<file path="src/rtl/fetch_unit.sv">
// Instruction fetch unit: owns the PC, issues sequential reads to a 1-cycle
// instruction memory and buffers responses in a credit-controlled FIFO.
module fetch_unit #(
  parameter int ADDR_W   = 10,
  parameter int INST_W   = 32,
  parameter int DEPTH    = 4,
  parameter int RESET_PC = 0,
  parameter int PC_INC   = 4
) (
  input  logic                         clk,
  input  logic                         rst,
  output logic                         imem_en,
  output logic [ADDR_W-1:0]            imem_addr,
  input  logic [INST_W-1:0]            imem_rdata,
  input  logic                         redirect,
  input  logic [ADDR_W-1:0]            redirect_pc,
  output logic                         inst_valid,
  input  logic                         inst_ready,
  output logic [INST_W-1:0]            inst_data,
  output logic [ADDR_W-1:0]            inst_pc,
  output logic [$clog2(DEPTH):0]       queue_count
);

  localparam int PTR_W = $clog2(DEPTH);
  localparam int CNT_W = PTR_W + 1;

  logic [ADDR_W-1:0] pc_p0;
  logic              vld_p1;
  logic [ADDR_W-1:0] pc_p1;

  logic [INST_W-1:0] q_data [DEPTH];
  logic [ADDR_W-1:0] q_pc   [DEPTH];
  logic [PTR_W-1:0]  wr_ptr;
  logic [PTR_W-1:0]  rd_ptr;
  logic [CNT_W-1:0]  count;

  logic [CNT_W:0]    used;
  logic              issue;
  logic              push;
  logic              pop;

  // Credit check counts the in-flight read so a response always has a free slot.
  always_comb begin
    used       = {1'b0, count} + (CNT_W+1)'(vld_p1);
    issue      = rst && !redirect && (used < (CNT_W+1)'(DEPTH));
    push       = rst && !redirect && vld_p1;
    inst_valid = rst && (count != '0);
    pop        = inst_valid && inst_ready;
  end

  assign imem_en     = issue;
  assign imem_addr   = pc_p0;
  assign inst_data   = q_data[rd_ptr];
  assign inst_pc     = q_pc[rd_ptr];
  assign queue_count = count;

  // ---- stage p0: PC and issue ----
  always_ff @(posedge clk) begin
    if (!rst) begin
      pc_p0 <= ADDR_W'(RESET_PC);
    end else if (redirect) begin
      pc_p0 <= redirect_pc;
    end else if (issue) begin
      pc_p0 <= pc_p0 + ADDR_W'(PC_INC);
    end
  end

  // ---- stage p1: outstanding read tracking ----
  always_ff @(posedge clk) begin
    if (!rst) begin
      vld_p1 <= 1'b0;
    end else begin
      vld_p1 <= issue;
    end
  end

  always_ff @(posedge clk) begin
    if (issue) begin
      pc_p1 <= pc_p0;
    end
  end

  // ---- stage p2: instruction queue ----
  always_ff @(posedge clk) begin
    if (!rst || redirect) begin
      wr_ptr <= '0;
      rd_ptr <= '0;
      count  <= '0;
    end else begin
      if (push) wr_ptr <= wr_ptr + PTR_W'(1);
      if (pop)  rd_ptr <= rd_ptr + PTR_W'(1);
      case ({push, pop})
        2'b10:   count <= count + CNT_W'(1);
        2'b01:   count <= count - CNT_W'(1);
        default: count <= count;
      endcase
    end
  end

  always_ff @(posedge clk) begin
    if (push) begin
      q_data[wr_ptr] <= imem_rdata;
      q_pc[wr_ptr]   <= pc_p1;
    end
  end

endmodule

</file>
<file path="config.mk">
export PLATFORM = sky130hd
export DESIGN_NAME = fetch_unit
export DESIGN_NICKNAME = d
export VERILOG_FILES = /design/src/rtl/fetch_unit.sv
export SDC_FILE = /design/constraint.sdc
export NUM_CORES = 1
export LEC_CHECK = 0
export ABC_AREA = 1
export CORE_MARGIN = 2
export CORE_UTILIZATION = 54
export CTS_BUF_LIST = sky130_fd_sc_hd__clkbuf_8 sky130_fd_sc_hd__clkbuf_16
export DETAILED_ROUTE_END_ITERATION = 10
export GPL_TIMING_DRIVEN = 0
export PLACE_DENSITY = 0.79
export SYNTH_ARGS = -nofsm -noshare
export SYNTH_HDL_FRONTEND = slang
export SYNTH_SLANG_ARGS = --single-unit
</file>
<file path="constraint.sdc">
create_clock -name clk -period 5.1 [get_ports clk]
set_input_delay 1.53 -clock clk [delete_from_list [all_inputs] [get_ports clk]]
set_output_delay 1.53 -clock clk [all_outputs]
set_load 0.005 [all_outputs]
</file>
==> impl_metrics.sql <==
INSERT INTO impl_metrics (metric_group, metric, value, unit) VALUES
('setup_path', 'worst_r2r_startpoint', 'queue_count[1]', ''),
('routing', 'totalWireLength', '16000', 'µm'),
('sta', 'actual_transition_at_the_worst_max_transition_pin', '0.837', 'ns'),
('yosys', 'post_synth_arst_share', '0', '%'),
('clocking', 'ctsHtreeMaxLevel', '4', ''),
('clocking', 'tritoncts.num_buffers', '17', ''),
('clocking', 'cts_repair_resize_count', '0', ''),
('floorplan', 'initial_utilization', '54.7', '%'),
('floorplan', 'floorplan.core_area', '0.0138', 'mm²'),
('sta', 'final_max_slew_viol_count', '0', ''),
('floorplan', 'die_width', '122', 'µm'),
('routing', 'avgViaCountPerCell', '5.57', ''),
('global_route', 'grt_max_degree', '24', ''),
('sta', 'setup-tns-final', '0', 'ns'),
('global_route', 'number_of_global_route_vias_before_repair', '5061', ''),
('sta', 'tightest_slew_margin_relative_to_the_limit', '44.1', '%'),
('setup_path', 'r2r-end', 'queue_count[2]', ''),
('setup_path', 'r2r_setup_slk', '3.03', 'ns'),
('sta', 'fin_skew', '0.00593', 'ns'),
('yosys', 'synth_warnings', '0', ''),
('place', 'place_worst_setup_slack', '0.135', 'ns'),
('yosys', 'synth_top_cell_by_area', 'sky130_fd_sc_hd__edfxtp_1', ''),
('run', 'cap_violations', '0', ''),
('global_route', 'grt.total_usage', '22.4', '%'),
('yosys', 'yosys.cell_types.count', '27', ''),
('yosys', 'top_cells_by_area_in_the_synthesized_netlist', 'sky130_fd_sc_hd__edfxtp_1 71%, sky130_fd_sc_hd__o21ai_0 5.6%, sky130_fd_sc_hd__nor2_1 5.4%, sky130_fd_sc_hd__dfxtp_1 5.3%, sky130_fd_sc_hd__o22ai_1 3.5%', ''),
('routing', 'drt-wirelength-per-cell', '18.1', 'µm'),
('place', 'finalWeightedCongestion', '0.804', ''),
('setup_path', 'critPathLaunch', 'rst', ''),
('routing', 'postRouteAntennaNets', '0', ''),
('sta', 'rsz_0062_raised_after_global_routing', 'false', ''),
('sta', 'final.period_utilization', '98.2', '%'),
('routing', 'detail_route.first_pass.iterations', '5', ''),
('power', 'p_per_area', '338', 'mW/mm²'),
('cells_and_area', 'layoutNonFillerInstCount', '885', ''),
('routing', 'via_count', '4930', ''),
('clocking', 'later_pin_clock_latency_in_the_skew_report', '0.43', 'ns'),
('global_route', 'grt_overflow', '0', ''),
('routing', 'drt_drc_violations_left', '0', ''),
('setup_path', 'endpoint_kind', 'output pin', ''),
('clocking', 'holdBufCountCts', '0', ''),
('yosys', 'netlist_area', '0.00753', 'mm²'),
('cells_and_area', 'final_layout_size_suffix_gt1_share', '6.67', '%'),
('yosys', 'synthMostInstantiatedCell', 'sky130_fd_sc_hd__edfxtp_1', ''),
('floorplan', 'io-pin-count', '103', ''),
('setup_path', 'startpoint_type', 'primary input', ''),
('min_path', 'type_of_the_worst_min_delay_path', 'register to register', ''),
('place', 'placed_cells', '854', ''),
('setup_path', 'critical_path_required', '3.57', 'ns'),
('yosys', 'synth-edff-count', '178', ''),
('place', 'place.port_buffers', '102', ''),
('cells_and_area', 'areaGrowthSynthToFinish', '26.0', '%'),
('clocking', 'post-cts-setup-buffer-count', '0', ''),
('yosys', 'flip_flop_and_latch_count_after_synthesis', '198', ''),
('run_status', 'result_of_the_run', 'completed', ''),
('yosys', 'postSynth.topFlopCell', 'sky130_fd_sc_hd__edfxtp_1', ''),
('sta', 'setup_ws', '0.0905', 'ns'),
('clocking', 'cts_tree', 'built', ''),
('floorplan', 'fp.dieH', '122', 'µm'),
('clocking', 'cts_num_sinks', '198', ''),
('setup_path', 'crit_end', 'imem_en', ''),
('sta', 'final_period_minus_worst_setup_slack', '5.01', 'ns'),
('floorplan', 'die_area', '0.0149', 'mm²'),
('yosys', 'synth.net_count', '621', ''),
('power', 'p_leak', '0.00324', 'µW'),
('global_route', 'wire_length_of_the_first_global_routing_pass', '24700', 'µm'),
('power', 'peakVddDrop', '0.244', 'mV'),
('routing', 'initialDrtViolationCount', '508', ''),
('clocking', 'max-clock-path-buffers', '2', ''),
('clocking', 'clkTransAtPathRegs', '0.06', 'ns'),
('setup_path', 'count_of_cells_along_the_worst_register_to_register_path', '11', '');
cell usage in the layout (no fill, tap or decap), drive strengths merged, types with 2 or more instances in the layout:
cell / synthesis / routed
nand2: 29 / 29
dfxtp: 20 / 20
a21oi: 10 / 10
inv: 26 / 28
clkinv: 2 / 10
bufinv: 0 / 3
xnor2: 2 / 2
o22ai: 42 / 42
nor2: 110 / 110
o21ai: 94 / 94
clkdlybuf4s50: 0 / 102
clkbuf: 18 / 35
ha: 6 / 6
edfxtp: 178 / 178
buf: 9 / 13
o21a: 2 / 2
nand3: 13 / 13
worst min path at each step:
| stage | cells after the start | slack [ns] | to | start |
|---|---|---|---|---|
| detailed placement | 0 | 0.45 | pc_p1[1] | imem_addr[1] |
| global placement | 2 | 0.45 | rd_ptr[1] | rd_ptr[1] |
| finish | 2 | 0.48 | rd_ptr[0] | rd_ptr[0] |
| global route | 0 | 0.49 | pc_p1[1] | imem_addr[1] |
| floorplan | 2 | 0.44 | register | rd_ptr[1] |
| CTS | 0 | 0.48 | pc_p1[1] | imem_addr[1] |
flip-flops by register name, summed over array words and instances (netlist names), named ones only:
name and flops:
queue_count 3, rd_ptr 2, q_pc 40, wr_ptr 2, q_data 128, pc_p1 10
vld_p1 1, imem_addr 10
report_power, final:
group / total, µW / internal, µW / switching [µW]
sequential: 1800 / 1790 / 15.4
combinational: 120 / 66.3 / 53.8
clock: 1290 / 755 / 532
total: 3210 / 2610 / 601
routing by layer:
metal  vias to the layer above  global-route usage [%]  wire length [µm]
met5                         -                       0                 0
met4                         0                    8.76               233
met3                        26                    7.82              1270
met2                       206                    36.0              7940
met1                      2379                    28.2              6600
li1                       2319                       -                 -
logic make-up after synthesis:
| family | after synthesis | share of synthesized area, % |
|---|---|---|
| muxes | 1 | 0.133 |
| xor gates and xnor gates | 3 | 0.349 |
| DFF | 198 | 76.3 |
| buffers and inverters | 55 | 2.91 |
| adders and majority gates | 7 | 1.26 |
| and+or+nand+nor | 155 | 8.42 |
| AOI/OAI and AO/OA | 149 | 10.7 |
critical path: stages:
cell	delay (ns)
sky130_fd_sc_hd__clkdlybuf4s50_1	0.65
sky130_fd_sc_hd__inv_2	0.18
sky130_fd_sc_hd__nor2_8	0.16
sky130_fd_sc_hd__nand3_4	0.16
sky130_fd_sc_hd__clkinv_2	0.23
sky130_fd_sc_hd__clkdlybuf4s50_1	0.56
per-stage QoR:
step	utilization, %	cell area, µm²	total power (µW)	hold WS, ns
after floorplan	-	7530	1870	0.436
after global placement	63.8	8780	1950	0.448
after detailed placement	64.8	8920	1960	0.455
after CTS	68.9	9490	3220	0.475
after global routing	68.9	9490	3290	0.488
final	68.9	9490	3210	0.478
area by class of cell:
class                      instances  area (µm²)
buffer                            27         113
clock buffer                      17         425
clock inverter                    14         144
fill                             924        4280
inverter                          28         106
multi-input combinational        315        1600
sequential                       198        5750
tap                              180         225
timing repair buffer             106        1130
Power figures use the tool's default switching activity.
